<file path="src/rtl/tblink_rpc_invoke_seq.sv">
// In-order invoke sequencer: buffers RPC invoke requests, drives one at a time to an RTL BFM
// and returns its result tagged with the call id. Optional macro: TBLINK_RPC_INVOKE_SEQ_TIMEOUT_EN.
module tblink_rpc_invoke_seq #(
  parameter int DEPTH    = 4,
  parameter int METHOD_W = 8,
  parameter int PARAM_W  = 64,
  parameter int RET_W    = 64,
  parameter int TMO_W    = 16
) (
  input  logic                      clock,
  input  logic                      reset_n,
  input  logic                      req_valid,
  output logic                      req_ready,
  input  logic [63:0]               req_call_id,
  input  logic [METHOD_W-1:0]       req_method,
  input  logic [PARAM_W-1:0]        req_params,
  input  logic                      req_blocking,
  output logic                      bfm_valid,
  input  logic                      bfm_ready,
  output logic [METHOD_W-1:0]       bfm_method,
  output logic [PARAM_W-1:0]        bfm_params,
  input  logic                      bfm_ack,
  input  logic [RET_W-1:0]          bfm_ret,
  output logic                      rsp_valid,
  input  logic                      rsp_ready,
  output logic [63:0]               rsp_call_id,
  output logic [RET_W-1:0]          rsp_ret,
  output logic                      rsp_err,
  output logic                      busy,
  output logic [$clog2(DEPTH):0]    count
);
  localparam int AW = $clog2(DEPTH);
  localparam int CW = AW + 1;

  if (DEPTH < 2 || (DEPTH & (DEPTH - 1)) != 0 || TMO_W < 2) begin : g_param_check
    $error("tblink_rpc_invoke_seq: DEPTH must be a power of two >= 2 and TMO_W >= 2");
  end

  typedef enum logic [1:0] {IDLE, ISSUE, WAIT_ACK, RESP} state_t;
  state_t state_reg, state_next;

  logic [63:0]          mem_call_id  [DEPTH];
  logic [METHOD_W-1:0]  mem_method   [DEPTH];
  logic [PARAM_W-1:0]   mem_params   [DEPTH];
  logic                 mem_blocking [DEPTH];

  logic [AW-1:0]        wr_ptr_reg, rd_ptr_reg;
  logic [CW-1:0]        count_reg;
  logic [63:0]          call_id_reg;
  logic [METHOD_W-1:0]  method_reg;
  logic [PARAM_W-1:0]   params_reg;
  logic                 blocking_reg;
  logic [RET_W-1:0]     ret_reg, ret_next;
  logic                 err_reg, err_next;
  logic                 push, pop, load_ret, tmo_hit;

  assign req_ready = reset_n && (count_reg != CW'(DEPTH));
  assign push      = req_valid && req_ready;

  always_comb begin
    state_next = state_reg;
    pop        = 1'b0;
    load_ret   = 1'b0;
    ret_next   = '0;
    err_next   = 1'b0;
    case (state_reg)
      IDLE: begin
        if (count_reg != '0) begin
          pop        = 1'b1;
          state_next = ISSUE;
        end
      end
      ISSUE: begin
        if (bfm_ready) begin
          if (!blocking_reg) begin
            load_ret   = 1'b1;
            state_next = RESP;
          end else if (bfm_ack) begin
            load_ret   = 1'b1;
            ret_next   = bfm_ret;
            state_next = RESP;
          end else begin
            state_next = WAIT_ACK;
          end
        end
      end
      WAIT_ACK: begin
        if (bfm_ack) begin
          load_ret   = 1'b1;
          ret_next   = bfm_ret;
          state_next = RESP;
        end else if (tmo_hit) begin
          load_ret   = 1'b1;
          err_next   = 1'b1;
          state_next = RESP;
        end
      end
      RESP: begin
        // Pop straight into ISSUE on the response handshake so queued calls run back to back.
        if (rsp_ready) begin
          if (count_reg != '0) begin
            pop        = 1'b1;
            state_next = ISSUE;
          end else begin
            state_next = IDLE;
          end
        end
      end
      default: state_next = IDLE;
    endcase
  end

  // Storage has no reset so it can map onto block RAM; validity is tracked by the pointers.
  always_ff @(posedge clock) begin
    if (push) begin
      mem_call_id[wr_ptr_reg]  <= req_call_id;
      mem_method[wr_ptr_reg]   <= req_method;
      mem_params[wr_ptr_reg]   <= req_params;
      mem_blocking[wr_ptr_reg] <= req_blocking;
    end
  end

  always_ff @(posedge clock) begin
    if (!reset_n) begin
      state_reg    <= IDLE;
      wr_ptr_reg   <= '0;
      rd_ptr_reg   <= '0;
      count_reg    <= '0;
      call_id_reg  <= '0;
      method_reg   <= '0;
      params_reg   <= '0;
      blocking_reg <= 1'b0;
      ret_reg      <= '0;
      err_reg      <= 1'b0;
    end else begin
      state_reg <= state_next;
      if (push) wr_ptr_reg <= wr_ptr_reg + AW'(1);
      if (pop)  rd_ptr_reg <= rd_ptr_reg + AW'(1);
      case ({push, pop})
        2'b10:   count_reg <= count_reg + CW'(1);
        2'b01:   count_reg <= count_reg - CW'(1);
        default: count_reg <= count_reg;
      endcase
      if (pop) begin
        call_id_reg  <= mem_call_id[rd_ptr_reg];
        method_reg   <= mem_method[rd_ptr_reg];
        params_reg   <= mem_params[rd_ptr_reg];
        blocking_reg <= mem_blocking[rd_ptr_reg];
      end
      if (load_ret) begin
        ret_reg <= ret_next;
        err_reg <= err_next;
      end
    end
  end

`ifdef TBLINK_RPC_INVOKE_SEQ_TIMEOUT_EN
  logic [TMO_W-1:0] tmo_reg;

  // Firing one step before all-ones gives exactly 2**TMO_W-1 cycles in WAIT_ACK.
  assign tmo_hit = (tmo_reg == {{(TMO_W-1){1'b1}}, 1'b0});

  always_ff @(posedge clock) begin
    if (!reset_n) begin
      tmo_reg <= '0;
    end else if (state_reg == WAIT_ACK && state_next == WAIT_ACK) begin
      tmo_reg <= tmo_reg + TMO_W'(1);
    end else begin
      tmo_reg <= '0;
    end
  end
`else
  assign tmo_hit = 1'b0;
`endif

  assign bfm_valid   = (state_reg == ISSUE);
  assign bfm_method  = method_reg;
  assign bfm_params  = params_reg;
  assign rsp_valid   = (state_reg == RESP);
  assign rsp_call_id = call_id_reg;
  assign rsp_ret     = ret_reg;
  assign rsp_err     = err_reg;
  assign busy        = (state_reg != IDLE) || (count_reg != '0);
  assign count       = count_reg;

endmodule

</file>
<file path="config.mk">
export PLATFORM = sky130hd
export DESIGN_NAME = tblink_rpc_invoke_seq
export DESIGN_NICKNAME = d
export VERILOG_FILES = /design/src/rtl/tblink_rpc_invoke_seq.sv
export SDC_FILE = /design/constraint.sdc
export NUM_CORES = 1
export LEC_CHECK = 0
export BUFFER_PORTS_ARGS = -buffer_cell sky130_fd_sc_hd__buf_2
export CAP_MARGIN = 20
export CORE_ASPECT_RATIO = 1.4
export CORE_UTILIZATION = 51
export CTS_CLUSTER_SIZE = 28
export DETAILED_ROUTE_END_ITERATION = 16
export PLACE_DENSITY = 0.75
export SETUP_SLACK_MARGIN = 0.4
export SYNTH_ARGS = -nofsm -noshare
export SYNTH_HDL_FRONTEND = slang
export SYNTH_SLANG_ARGS = --single-unit
</file>
<file path="constraint.sdc">
create_clock -name clock -period 5 [get_ports clock]
set_clock_uncertainty 0.1 [all_clocks]
set_input_delay 0.5 -clock clock [delete_from_list [all_inputs] [get_ports clock]]
set_output_delay 0.5 -clock clock [all_outputs]
set_load 0.01 [all_outputs]
</file>
Word-level counts from Yosys, hierarchy flattened
Memories as Yosys holds them, arrays and structs flattened. A register that Yosys moved wholly into a read port is not among the register bits.
Index checks and enable logic that the tools add are counted.

operators by class
  add/subtract/negate cells = 4
  reduce and logical (&&, ||, !) cells = 12
  muxes and demuxes = 22
  eq/ne operators = 10

operators with widths
  cell                                                   number
  two-way mux 64 bit                                     3
  one-hot mux 64 bit (2 select lines)                    1
  two-way mux 1 bit                                      10
  two-way mux 2 bit                                      4
  one-hot mux 2 bit (4 select lines)                     1
  == test 2 bit, second input constant                   3
  one-hot mux 3 bit (2 select lines)                     1
  adder 2 x 1 -> 2 bit, second input constant            2
  == test 2 x 1 -> 1 bit, second input constant          2
  zero test 1 bit                                        4
  inequality test 2 x 1 -> 1 bit, second input constant  2
  inequality test 2 bit, second input constant           2
  one-hot mux 1 bit (2 select lines)                     2
  AND reduction 4 bit                                    1
  nonzero test 2 bit                                     2
  adder 3 x 1 -> 3 bit, second input constant            1
  inequality test 3 bit, second input constant           1
  nonzero test 3 bit                                     1
  subtractor 3 x 1 -> 3 bit, second input constant       1
  logical AND 1 bit                                      2
  zero test 2 bit                                        1
  logical OR 1 bit                                       1

storage, ports and cells
  memory bits (writable) = 548
  output and inout port bits = 208
  register bits after elaboration = 73
  bits of input ports = 207
  memories = 4

memory list
  name          depth  bits a word  read ports  clocked after memory_dff  write ports  RTL line  RTL
  mem_call_id   4      64           1           1                         1            42        logic [63:0] mem_call_id [DEPTH];
  mem_params    4      64           1           1                         1            44        logic [PARAM_W-1:0] mem_params [DEPTH];
  mem_method    4      8            1           1                         1            43        logic [METHOD_W-1:0] mem_method [DEPTH];
  mem_blocking  4      1            1           1                         1            45        logic mem_blocking [DEPTH];

Depth between registers and ports, before layout
Gate-level depths: netlist of run 1.

  depth after elaboration = 6
  depth in mapped cells = 12

Worst setup path before layout of run 1
No wires, ideal clock.

  path type = input port to flip-flop
  start = input reset_n
  end = memory mem_blocking[0], enable pin
  slack = 276 ps
  path buffers = 1
  data arrival time = 4112 ps
  setup time = 513 ps
  data required time = 4387 ps
  cell stages on the path = 3
  cells stage by stage = buf_2 -> o311a_1 -> and2_1

between the ends
  cells in the longest elaborated chain, start to end = 4

RTL lines
  item                                     RTL line  RTL
  from (decl)                              11        input logic reset_n,
  logical AND 1 bit                        57        assign req_ready = reset_n && (count_reg != CW'(DEPTH));
  logical AND 1 bit                        58        assign push = req_valid && req_ready;
  two-way mux 1 bit                        115       if (push) begin
  two-way mux 1 bit (not written as such)  119       mem_blocking[wr_ptr_reg] <= req_blocking;
  to (decl)                                45

No other way between the ends.

Worst setup path in the final report of run 1
  start = register state_reg[1]
  end = register params_reg[33], in the netlist bfm_params[33], read port of mem_params

between the ends
  cells in the longest elaborated chain, start to end = 2
  elaborated cells between the ends (all ways) = 3

RTL lines
  item                                              RTL line  RTL
  from (decl)                                       40        state_t state_reg, state_next;
  from (signal assigned)                            136       state_reg <= state_next;
  == test 2 bit or zero test 2 bit (tied branches)  66        case (state_reg)
  one-hot mux 1 bit (2 select lines) *              66
  to (decl)                                         51        logic [PARAM_W-1:0] params_reg;

Mark *: on every way between the ends. The rest lies on a longest branch, timed or not.
A chain may end at the register's enable or synchronous reset.

==> impl_metrics.tcl, run 1 <==
set metrics [dict create \
    outcome "completed" \
    finalSetupViolCount 0 \
    seq_power_share_pct 46.0 \
    boundaryPins 415 \
    pwr_density_cell_nw_per_um2 497 \
    drc 0 \
    reg_top3 "mem_call_id x256, mem_params x256" \
    crit_fanout 75 \
    crit_required_ps 5420 \
    ys_ff_latch 758 \
    switching_power_mw 4.94 \
    cts_tree "done" \
    finalCriticalPeriod_ps 3210 \
    first_pass_iters 4 \
    clockRootBuffer "clkbuf_16" \
    num_rows 101 \
    die_width_um 200 \
    ys_seq_area_share_pct 73.5 \
    rsz0062_at_grt "false" \
    combPwrFrac_pct 22.3 \
    drv_cap 0 \
    finalHoldViolations 0 \
    max_freq_mhz 311 \
    place.gp.congestion 0.903 \
    overflow 0 \
    clock_path_buffers 3 \
    wl_per_cell_um 20.9 \
    io_buffers 413 \
    vias_per_cell 5.34 \
    place_area_um2 30800 \
    die_area_um2 56100 \
    synth_fa_ha_area_share_pct 0.516 \
    dp_hpwl_um 37000 \
    synth_top_family_by_area "multiplexers" \
    syn_avg_cell_area_um2 16.9 \
    setup-tns-final_ps 0 \
    die-height_um 280 \
    vias 16100 \
    synth-xor-area-share_pct 0.0934 \
    drive_gt1_share_pct 31.0 \
    synth_top_area_share_pct 58.5 \
    drt-initial-drc-count 979 \
    syn_inst 1668 \
    peakVddDrop_uv 422 \
    layout.nets 2438 \
    drv_slew 0 \
    grt_pass1_vias 17100 \
    routed_wl_um 63000 \
    cp-end-kind "flip-flop" \
    start_util_pct 51.7 \
    cts.sinks 758 \
    cp.arrival_ps 3640 \
    muxShareOfSynthArea_pct 13.3 \
    post-route-period-util_pct 64.3 \
    cts.htree.levels 3 \
    fillerInstances 3881 \
    ant_nets 0 \
    clkPwrFrac_pct 31.7 \
    fp.coreArea_um2 54300 \
    cts_buffers 71 \
    syn_area_um2 28100 \
    syn_nets 1886 \
    path_class "reg -> reg" \
    hp-class "in -> reg" \
    synth_warnings 0 \
    startpoint_type "flip-flop" \
    grt_start_max_net_pins 138 \
    antenna_found_initial 10 \
    worstMarginPinSlew_ps 1070 \
    yosysTopAreaCell "edfxtp_1" \
    clk_pin_slew_worst_paths_ps 60 \
    area_growth_pct 23.1 \
    relSlewSlack_pct 28.3 \
    grt_use_total_pct 22.8 \
    synth_compound_area_share_pct 4.25 \
    grt_pass1_wl_um 97000 \
    clk_latency_ps 610 \
    yosys.area_share.simple_pct 6.00 \
    p_leak_nw 12.7 \
    p_int_mw 12.3 \
    synth.distinct_cells 40 \
    design_area_um2 34600 \
    switching_share_pct 28.7 \
    synth_area_leaders "edfxtp_1 (59%), dfxtp_1 (15%), mux4_2 (11%), nand2_1 (5.5%), a21boi_1 (2.7%)" \
]
-- kinds of logic (layout without fill, tap and decap cells) --
kind of cell               count (synthesis)  count (layout)
AOI/OAI and AO/OA                        149             149
xor gates and xnor gates                   3               3
adders and majority gates                 11              11
buffers and inverters                    111             721
DFF                                      758             758
muxes                                    203             203
other                                      1              10
and+or+nand+nor                          432             432
-- per-layer routing --
metal  routed length, um  up-vias  track usage, %  share of wire, %
met5                   0        -               0                 0
met4                2150        0            10.2               3.4
met3                4140      113            5.14               6.6
met2               32900      599            40.8                52
met1               23800     8020            26.2                38
li1                    -     7318               -                 -
-- layout make-up --
class	instances	area (um^2)	area share, %
Multi-Input combinational cell	799	6830	19.7
Tap cell	721	902	2.61
Clock inverter	29	372	1.07
Sequential cell	758	20700	59.7
Antenna cell	9	22.5	0.0651
Inverter	13	53.8	0.155
Clock buffer	102	1990	5.76
Timing Repair Buffer	577	3770	10.9
-- worst paths after layout --
check / start / cells after the start / slack [ps] / end
setup / recovery: state_reg[1] / 8 / 1790 / bfm_params[33]
hold / removal: req_params[47] / 1 / 40 / mem_params[3][47]
setup reg to reg: state_reg[1] / 8 / 1790 / bfm_params[33]
hold reg to reg: rsp_call_id[8] / 2 / 350 / rsp_call_id[8]
-- placed cells by master, fill, tap and decap left out, types with 2 or more instances in the layout --
cell,count
diode_2,9
a21boi_1,100
and2_4,4
clkbuf_16,72
buf_12,9
ha_1,10
dlygate4sd3_1,140
clkinv_2,6
nand2b_1,2
dfxtp_1,208
nor2b_1,2
inv_6,6
mux2i_1,66
o21ai_0,4
clkinv_1,8
buf_4,15
buf_2,412
a21boi_2,20
and2_1,3
dfxtp_4,2
inv_1,12
xnor2_1,2
clkbuf_8,8
a21boi_0,18
bufinv_16,7
clkbuf_1,22
nand2_1,411
mux4_2,137
edfxtp_1,548
-- Yosys cell counts --
cell type,number
xnor2_1,2
xor2_1,1
nor2b_1,2
a21boi_1,100
nand2_2,1
mux4_2,137
or3_4,1
o21ai_0,4
dfxtp_1,210
a211oi_1,1
a2111oi_2,1
nand2_1,411
a21o_1,1
a32o_1,1
nand2b_1,2
a21boi_2,20
nor4b_1,1
or3_1,1
buf_2,34
o31a_1,1
and3_1,1
o311a_1,1
buf_6,16
fa_1,1
nand3_4,1
nand3_1,1
a31oi_1,1
nor3b_1,1
nor2_1,2
mux2i_1,66
buf_4,20
edfxtp_1,548
a21boi_0,18
conb_1,1
inv_2,1
buf_1,1
inv_1,12
clkbuf_1,27
ha_1,10
and2_1,7
-- worst max-delay path, cell delays in order, from the launching register on --
cell and delay, ps:
dfxtp_1 390, inv_1 100, ha_1 380, inv_1 100
nand3_4 90, buf_4 580, buf_4 820, nand2_1 160
a21boi_1 230
-- what timing repair did --
action,4_1_cts,5_1_grt
hold buffers,140,0
setup buffers,0,0
resized for setup,0,0
hold endpoints to repair,542,0
-- power by group through the flow --
stage                     Combinational [mW]  Clock (mW)  Sequential, mW
after CTS                               3.90        5.57            7.92
after global routing                    4.19        5.81            7.99
after floorplan                         2.57           0            8.05
after detailed placement                3.79           0            8.04
final                                   3.83        5.45            7.91
after global placement                  3.73           0            8.00
-- stage by stage --
stage / cells / total power [mW] / hold slack (ps) / utilization, % / worst slack, ps
6_report: 3008 / 17.2 / 37.9 / 63.7 / 1790
4_1_cts: 2998 / 17.4 / 0.0251 / 63.6 / 1850
3_5_place_dp: 2727 / 11.8 / 343 / 56.7 / 1850
3_3_place_gp: 2727 / 11.7 / 337 / 56.7 / 1930
2_1_floorplan: 1668 / 10.6 / 349 / - / 1800
5_1_grt: 3008 / 18.0 / 18.7 / 63.7 / 1610
Power figures use the tool's default switching activity.
==> inputs of run 2 (changes only) <==
==> constraint.sdc (replaced) <==
create_clock -name clock -period 2.85 [get_ports clock]
set_clock_uncertainty 0.1 [all_clocks]
set_input_delay 0.285 -clock clock [delete_from_list [all_inputs] [get_ports clock]]
set_output_delay 0.285 -clock clock [all_outputs]
set_load 0.01 [all_outputs]
==> run 2 against run 1 <==
  * Sequential share of layout area is 1.3 points lower
  * Critical endpoint is now mem_params[0][8]
  * Global-route usage increased by 0.37 points
  * Final area grew 2.3%
  * Clock power rose by 73%
  * Register-to-register slack lost 1200 ps
==> impl_metrics.tcl, run 2 (synthesized netlist as in run 1, its figures left out) <==
set metrics [dict create \
    grt_use_total_pct 23.2 \
    cts.sinks 758 \
    peakVddDrop_uv 1070 \
    die_width_um 200 \
    antenna_found_initial 6 \
    io_buffers 413 \
    ant_nets 0 \
    rsz0062_at_grt "false" \
    path_class "reg -> reg" \
    drv_cap 0 \
    startpoint_type "flip-flop" \
    seq_power_share_pct 45.1 \
    clockRootBuffer "clkbuf_16" \
    finalCriticalPeriod_ps 2310 \
    cts_buffers 70 \
    num_rows 101 \
    overflow 0 \
    drive_gt1_share_pct 31.0 \
    cp_cell_sequence "o311a_1 > buf_4 > and2_4 > buf_12" \
    grt_start_max_net_pins 214 \
    clk_pin_slew_worst_paths_ps 60 \
    place.gp.congestion 0.878 \
    die_area_um2 56100 \
    final_common_cell "edfxtp_1" \
    drv_slew 0 \
    clkPwrFrac_pct 31.1 \
    cts_tree "done" \
    routed_wl_um 64400 \
    worstMarginPinSlew_ps 1010 \
    fp.coreArea_um2 54300 \
    layout.nets 2506 \
    wl_per_cell_um 21.0 \
    p_leak_nw 13.0 \
    die-height_um 280 \
    vias 16400 \
    vias_per_cell 5.35 \
    placedCellCount 2736 \
    finalSetupViolCount 0 \
    final_cell_mix "edfxtp_1 (548), buf_2 (412), nand2_1 (411), dfxtp_1 (205), dlygate4sd3_1 (201)" \
    cts.htree.levels 3 \
    relSlewSlack_pct 32.8 \
    boundaryPins 415 \
    grt_pass1_wl_um 99200 \
    p_int_mw 21.6 \
    fin_cells 3072 \
    switching_share_pct 28.7 \
    grt_pass1_vias 17700 \
    cp.arrival_ps 2430 \
    start_util_pct 51.7 \
    cp-end-kind "flip-flop" \
    switching_power_mw 8.69 \
    crit_required_ps 2970 \
    slowest_stage "dfxtp_1" \
    hp-class "in -> reg" \
    area_growth_pct 25.9 \
    first_pass_iters 5 \
    fin_ws_ps 542 \
    clock_path_buffers 3 \
    outcome "completed" \
    place_ws_ps 415 \
    pwr_density_cell_nw_per_um2 856 \
    clk_latency_ps 600 \
    max_freq_mhz 433 \
    finalHoldViolations 0 \
    drc 0 \
    holdWs_ps 72.5 \
    post-route-period-util_pct 81.0 \
    drt-initial-drc-count 1021 \
    combPwrFrac_pct 23.7 \
    dp_hpwl_um 36600 \
    cpPeakStageDelay_ps 500 \
    postCtsSetupRepairBufs 0 \
    reg_top3 "mem_call_id x256, mem_params x256" \
    crit_fanout 71 \
]
-- run 2: per-layer routing --
metal	track usage [%]	share of wire (%)	wire, um
met2	41.4	52	33600
met4	11.2	3.8	2440
met3	4.78	6.4	4120
met1	26.7	38	24300
met5	0	0	0
-- run 2: timing repair --
action | in CTS | in global routing
resized for setup | 1 | 9
endpoints found under the setup margin | 1 | 1
hold buffers | 201 | 0
hold endpoints to repair | 612 | 0
pin swaps | 0 | 1
-- run 2: cell type report --
class / count / area, um^2
Sequential cell: 758 / 20700
Fill cell: 3727 / 18900
Multi-Input combinational cell: 799 / 6870
Timing Repair Buffer: 646 / 4560
Clock buffer: 101 / 2010
Tap cell: 721 / 902
Clock inverter: 28 / 320
Inverter: 13 / 51.3
Antenna cell: 6 / 15.0
-- run 2: power by group through the flow --
stage                     sequential, mW  combinational, mW  clock, mW
after floorplan                     14.1               4.53          0
after detailed placement            13.9               7.00          0
final                               13.7               7.19       9.43
after global routing                13.8               7.80       10.1
after CTS                           13.7               7.26       9.62
after global placement              13.8               6.89          0
-- run 2: path summary, 6_finish.rpt --
| kind | cells after the start | slack, ps | from | to |
|---|---|---|---|---|
| min | 5 | 70 | bfm_ack | state_reg[0] |
| max | 4 | 540 | count[0] | mem_params[0][8] |
| max reg2reg | 4 | 540 | count[0] | mem_params[0][8] |
| min reg2reg | 2 | 350 | bfm_params[44] | bfm_params[44] |
-- run 2: per-stage QoR --
stage                     instance area, um^2  util (%)  setup TNS [ps]  power [mW]
after detailed placement                31000      57.1               0        20.9
after global placement                  31000      57.1               0        20.7
after global routing                    35400      65.2               0        31.7
after CTS                               35400      65.1               0        30.5
after floorplan                         28200         -         -105060        18.7
final                                   35400      65.2               0        30.3
-- run 2: critical path: cells and delay by family, from the launching register on --
family / cells / cell delay [ps]
flip-flops: 1 / 500
AND/OR/NAND/NOR: 1 / 360
AO/OA/AOI/OAI: 1 / 250
buffers and inverters: 2 / 520
